--- src/rtl/visor_uart_rx.sv ---
// visor_uart_rx: 8N1 debug UART receiver with mid-bit sampling and a small receive buffer.
// Optional feature macro VISOR_UART_RX_FIFO_EN: when defined, the buffer is a FIFO_DEPTH-entry
// circular FIFO; when undefined, it is a single holding register.
`timescale 1ns/1ps

module visor_uart_rx #(
    parameter int unsigned CLKS_PER_BIT = 434,
    parameter int unsigned FIFO_DEPTH   = 4
) (
    input  logic       clk,
    input  logic       reset,
    input  logic       rxd,
    output logic [7:0] rx_data,
    output logic       rx_valid,
    input  logic       rx_ack,
    output logic       rx_busy,
    output logic       framing_error,
    output logic       overrun,
    input  logic       clear_errors
);

    localparam int unsigned TimerWidth = (CLKS_PER_BIT > 1) ? $clog2(CLKS_PER_BIT) : 1;
    localparam logic [TimerWidth-1:0] TimerLast = TimerWidth'(CLKS_PER_BIT - 1);
    localparam logic [TimerWidth-1:0] TimerHalf = TimerWidth'(CLKS_PER_BIT / 2);

    // Reject out-of-range configurations at elaboration time.
    if (CLKS_PER_BIT < 4 || CLKS_PER_BIT > 65535) begin : g_bad_clks_per_bit
        $error("visor_uart_rx: CLKS_PER_BIT must be in 4..65535");
    end
    if (FIFO_DEPTH < 2 || FIFO_DEPTH > 16 || (FIFO_DEPTH & (FIFO_DEPTH - 1)) != 0)
    begin : g_bad_fifo_depth
        $error("visor_uart_rx: FIFO_DEPTH must be a power of 2 in 2..16");
    end

    typedef enum logic [2:0] {
        StIdle,
        StStart,
        StData,
        StStop,
        StWaitHigh
    } state_e;

    state_e                  state_q, state_d;
    logic                    rx_meta_q, rxs_q;
    logic [TimerWidth-1:0]   timer_q;
    logic [2:0]              bit_idx_q;
    logic [7:0]              shift_q;
    logic                    framing_error_q, overrun_q;

    logic                    bit_take;
    logic                    push;
    logic                    frame_err_set;
    logic                    pop;
    logic                    full;
    logic                    overrun_set;

    // Two-flop synchroniser; both stages idle high so reset never looks like a start bit.
    always_ff @(posedge clk) begin
        if (reset) begin
            rx_meta_q <= 1'b1;
            rxs_q     <= 1'b1;
        end else begin
            rx_meta_q <= rxd;
            rxs_q     <= rx_meta_q;
        end
    end

    // FSM state register.
    always_ff @(posedge clk) begin
        if (reset) begin
            state_q <= StIdle;
        end else begin
            state_q <= state_d;
        end
    end

    // FSM next-state logic.
    always_comb begin
        state_d = state_q;
        unique case (state_q)
            StIdle: begin
                if (!rxs_q) state_d = StStart;
            end
            StStart: begin
                // A start bit that is high again at mid-bit is a glitch.
                if (timer_q == TimerHalf) state_d = rxs_q ? StIdle : StData;
            end
            StData: begin
                if (timer_q == TimerLast && bit_idx_q == 3'd7) state_d = StStop;
            end
            StStop: begin
                if (timer_q == TimerLast) state_d = rxs_q ? StIdle : StWaitHigh;
            end
            StWaitHigh: begin
                // Hold off until a break ends so it yields a single framing error.
                if (rxs_q) state_d = StIdle;
            end
            default: state_d = StIdle;
        endcase
    end

    // FSM outputs and datapath strobes.
    always_comb begin
        rx_busy       = 1'b0;
        bit_take      = 1'b0;
        push          = 1'b0;
        frame_err_set = 1'b0;
        unique case (state_q)
            StStart: rx_busy = 1'b1;
            StData: begin
                rx_busy  = 1'b1;
                bit_take = (timer_q == TimerLast);
            end
            StStop: begin
                rx_busy       = 1'b1;
                push          = (timer_q == TimerLast) && rxs_q;
                frame_err_set = (timer_q == TimerLast) && !rxs_q;
            end
            default: ;
        endcase
    end

    // Bit timer, bit index and shift register; the timer restarts on every state change.
    always_ff @(posedge clk) begin
        if (reset) begin
            timer_q   <= '0;
            bit_idx_q <= '0;
            shift_q   <= '0;
        end else begin
            if (state_d != state_q || timer_q == TimerLast) begin
                timer_q <= '0;
            end else begin
                timer_q <= timer_q + TimerWidth'(1);
            end
            if (state_q != StData) begin
                bit_idx_q <= '0;
            end else if (bit_take) begin
                bit_idx_q <= bit_idx_q + 3'd1;
            end
            if (bit_take) begin
                shift_q[bit_idx_q] <= rxs_q;
            end
        end
    end

    assign pop         = rx_ack && rx_valid;
    // A simultaneous pop frees the slot, so a full buffer only overflows without one.
    assign overrun_set = push && full && !pop;

`ifdef VISOR_UART_RX_FIFO_EN
    localparam int unsigned AddrWidth = $clog2(FIFO_DEPTH);

    logic [7:0]         mem_q [FIFO_DEPTH];
    logic [AddrWidth:0] wr_ptr_q, rd_ptr_q;
    logic               store;

    // Extra pointer bit distinguishes full (MSBs differ) from empty (pointers equal).
    assign full     = (wr_ptr_q ^ rd_ptr_q) == {1'b1, {AddrWidth{1'b0}}};
    assign rx_valid = (wr_ptr_q != rd_ptr_q);
    assign rx_data  = mem_q[rd_ptr_q[AddrWidth-1:0]];
    assign store    = push && (!full || pop);

    // Circular FIFO storage and pointers.
    always_ff @(posedge clk) begin
        if (reset) begin
            wr_ptr_q <= '0;
            rd_ptr_q <= '0;
            for (int i = 0; i < FIFO_DEPTH; i++) begin
                mem_q[i] <= '0;
            end
        end else begin
            if (store) begin
                mem_q[wr_ptr_q[AddrWidth-1:0]] <= shift_q;
                wr_ptr_q                       <= wr_ptr_q + (AddrWidth + 1)'(1);
            end
            if (pop) begin
                rd_ptr_q <= rd_ptr_q + (AddrWidth + 1)'(1);
            end
        end
    end
`else
    logic [7:0] hold_q;
    logic       hold_valid_q;

    assign full     = hold_valid_q;
    assign rx_valid = hold_valid_q;
    assign rx_data  = hold_q;

    // Single holding register; a pop in the push cycle makes room for the new byte.
    always_ff @(posedge clk) begin
        if (reset) begin
            hold_q       <= '0;
            hold_valid_q <= 1'b0;
        end else if (push && (!hold_valid_q || pop)) begin
            hold_q       <= shift_q;
            hold_valid_q <= 1'b1;
        end else if (pop) begin
            hold_valid_q <= 1'b0;
        end
    end
`endif

    // Sticky error flags; a set event wins over a simultaneous clear.
    always_ff @(posedge clk) begin
        if (reset) begin
            framing_error_q <= 1'b0;
            overrun_q       <= 1'b0;
        end else begin
            if (frame_err_set) begin
                framing_error_q <= 1'b1;
            end else if (clear_errors) begin
                framing_error_q <= 1'b0;
            end
            if (overrun_set) begin
                overrun_q <= 1'b1;
            end else if (clear_errors) begin
                overrun_q <= 1'b0;
            end
        end
    end

    assign framing_error = framing_error_q;
    assign overrun       = overrun_q;

endmodule

--- config.mk ---
export PLATFORM = sky130hd
export DESIGN_NAME = visor_uart_rx
export DESIGN_NICKNAME = d
export VERILOG_FILES = /design/src/rtl/visor_uart_rx.sv
export SDC_FILE = /design/constraint.sdc
export NUM_CORES = 1
export LEC_CHECK = 0
export ABC_CLOCK_PERIOD_IN_PS = 4400
export BUFFER_PORTS_ARGS = -buffer_cell sky130_fd_sc_hd__buf_4
export CAP_MARGIN = 15
export CORE_MARGIN = 5
export CORE_UTILIZATION = 35
export CTS_BUF_LIST = sky130_fd_sc_hd__clkbuf_8
export CTS_CLUSTER_SIZE = 16
export DETAILED_ROUTE_END_ITERATION = 7
export PLACE_DENSITY = 0.5
export RECOVER_POWER = 50
export SYNTH_ARGS = -nofsm -noshare
export SYNTH_HDL_FRONTEND = slang
export SYNTH_SLANG_ARGS = --single-unit
--- constraint.sdc ---
create_clock -name clk -period 4.4 [get_ports clk]
set_input_delay 1.32 -clock clk [delete_from_list [all_inputs] [get_ports clk]]
set_output_delay 1.32 -clock clk [all_outputs]
set_load 0.01 [all_outputs]
==> summary.txt <==
Num CTS Buffers -> 5
Post-route DRC violation count -> 0
Clock Skews -> 0.00418 ns
Synthesis-to-layout area growth -> 11.6%
Fmax -> 0.379 GHz
YS warnings -> 0
Synth Area in Adders -> 2.84%
CP max stage delay -> 0.83 ns
Top-count cell post-synth -> dfxtp_1
CTS tree -> yes
Nets -> 218
Global-route wire length before repair -> 6820 um
Num rows -> 25
Setup WS post-layout -> 1.76 ns
Setup Fix Bufs, Post-CTS -> 0
R2R setup slack -> 2.35 ns
Largest family of logic cells by synthesized area -> simple AND/OR/NAND/NOR gates
Wire per inst -> 14.4 um
Top cell type by total area after synthesis -> dfxtp_1
EDFF count, synth -> 0
Type of origin of the critical path -> input pin
# IOs -> 17
Die Height -> 81.0 um
Share of the synthesized area in the top cell type -> 40.9%
Maxcap violations -> 0
Distinct cells, synth -> 38
Xor/xnor share of the synthesized area -> 3.97%
FF-to-FF Start -> state_q[1]
Avg Inst Size Synth -> 8.77 um^2
Fraction of layout cells with a size suffix above 1 -> 10.5%
Endpoint type of the worst setup path -> flop
Pleak -> 0.000634 uW
Simple-gate share of the synthesized area -> 29.0%
CTS sink count -> 36
DP Cell Count -> 269
GRT overflow -> 0
Pre-CTS setup slack -> 1.89 ns
Status -> finished, final reports clean
Vias per inst -> 5.46
Fin cells -> 277
Synth Cell Area -> 1760 um^2
Setup_tns -> 0 ns
Top post-synthesis cells by count -> 36 x dfxtp_1, 24 x a21oi_1, 20 x nand4_1
RSZ-0062 raised after global routing -> false
ANT cells -> 0
Class of the worst hold path -> reg2reg
Largest net degree at the start of global routing -> 29
Post-CTS sizing -> 0
IR drop worst, VDD -> 0.108 mV
Root buf cell -> clkbuf_8
Post-synthesis compound-gate area fraction -> 16.4%
Syn Inst Count -> 201
Clock slew at reported path FFs -> 0.07 ns
Iter 0 DRT Violations -> 87
Hpwl dp -> 2870 um
Min-delay src -> rx_meta_q
CP required -> 4.53 ns
Endpoint, Worst Hold -> rxs_q
Sequential area share after synthesis -> 40.9%
Slew margin rel. -> 22.6%
Top post-synthesis cells by area -> dfxtp_1 41%, nand4_1 7.1%, a21oi_1 6.8%
Tmin final -> 2.64 ns
Syn nets -> 210
Worst-path cell chain -> clkbuf_1 -> a21oi_1 -> nor4b_1
Die X -> 81.0 um
Main flop type after synthesis -> dfxtp_1
Power per standard cell area -> 324 nW/um^2
Vias in the first global route -> 1,492
Final setup viols -> 0
Hold-fix buffers, CTS -> 0
Area of the core -> 4820 um^2
All-Layer GR Usage -> 13.4%
Worst slew pin tran -> 1.16 ns
R2R Path End -> shift_q[7]
CP arrival -> 2.77 ns
Worst R2R Path Depth -> 4
Die ar. -> 6560 um^2
Post-synthesis mux area share -> 1.14%
Final WL -> 3980 um
Worst-Skew Late Latency -> 0.28 ns
Port buffer count -> 16
CP max stage cell -> clkbuf_1
Final Hold Vio Count -> 0
CP Max Fanout -> 28
Number of synthesized register bits -> 36
Placer Congestion -> 0.782
Utilization after layout -> 40.9%
# fillers -> 524
H-tree depth -> 2
Final period util -> 60.0%
Final ANT Viol Nets -> 0
Clock buffer depth -> 2
Initial Util -> 36.6%
Max-slew violation count -> 0
Critical setup path kind -> in2reg
DR vias -> 1,513
Hold depth -> 1
Hold_ws -> 0.409 ns
Antenna violations before repair -> 0
Asr flop ratio synth -> 0%
Drt first pass iters -> 4
[sequential cells by signal (all words and copies together) (netlist names)]
signal         flops
bit_idx_q          3
rxs_q              1
rx_meta_q          1
overrun            1
rx_data            8
rx_valid           1
shift_q            8
timer_q            9
framing_error      1
state_q            3
[worst max-delay path by stage]
stage | start | to | slack [ns] | cells past startpoint
finish | reset | timer_q[0] | 1.76 | 3
global route | reset | timer_q[0] | 1.45 | 3
CTS | state_q[0] | rx_busy | 1.99 | 3
detailed placement | reset | timer_q[0] | 1.89 | 3
global placement | reset | timer_q[1] | 2.05 | 3
floorplan | reset | timer_q[0] | 2.27 | 3
[kinds of logic (layout without fill, tap and decap cells)]
kind of cell	count (synthesis)	in the layout
and+or+nand+nor	83	83
buffers and inverters	22	31
DFF	36	36
adders and majority gates	4	4
muxes	2	2
xor gates and xnor gates	8	8
AOI/OAI and AO/OA	46	46
[stage by stage]
| stage | total power (uW) | area, um^2 |
|---|---|---|
| global route | 665 | 1970 |
| CTS | 645 | 2000 |
| finish | 638 | 1970 |
| floorplan | 359 | 1760 |
| detailed placement | 366 | 1890 |
| global placement | 365 | 1890 |
[routing by layer]
layer  track usage [%]  share of wire (%)
met5                 0                  0
met4              4.90                1.5
met3              2.66                3.1
met2              25.2                 52
met1              14.8                 44
[cell usage in the layout (no fill, tap or decap), drive strengths merged, types with 2 or more instances in the layout]
master / count
and2: 2
nand2b: 5
nor3: 9
or2: 3
dfxtp: 36
inv: 6
mux2i: 2
clkinv: 3
ha: 4
nand3: 5
nand2: 9
o21ai: 2
nand4: 20
nor2b: 4
nor2: 8
clkbuf: 13
a21oi: 24
buf: 8
o31ai: 16
nor4: 2
and3b: 2
nor4b: 7
a211oi: 2
xnor2: 6
xor2: 2
[where the power goes]
| part | switching, uW | internal [uW] | total [uW] |
|---|---|---|---|
| logic | 11.8 | 9.43 | 21.2 |
| registers | 6.99 | 330 | 337 |
| clock network | 114 | 166 | 280 |
[layout make-up]
class	instances	area (um^2)	share of cell area [%]
Timing Repair Buffer	16	90.1	4.58
Clock buffer	5	68.8	3.50
Sequential cell	36	721	36.6
Clock inverter	3	38.8	1.97
Tap cell	67	83.8	4.26
Multi-Input combinational cell	143	940	47.7
Inverter	7	26.3	1.34
[worst max-delay path, delay by kind of cell]
family | cells | cell delay [ns]
simple gates | 1 | 0.26
compound gates | 1 | 0.35
buf+inv | 1 | 0.83
Power figures use the tool's default switching activity.
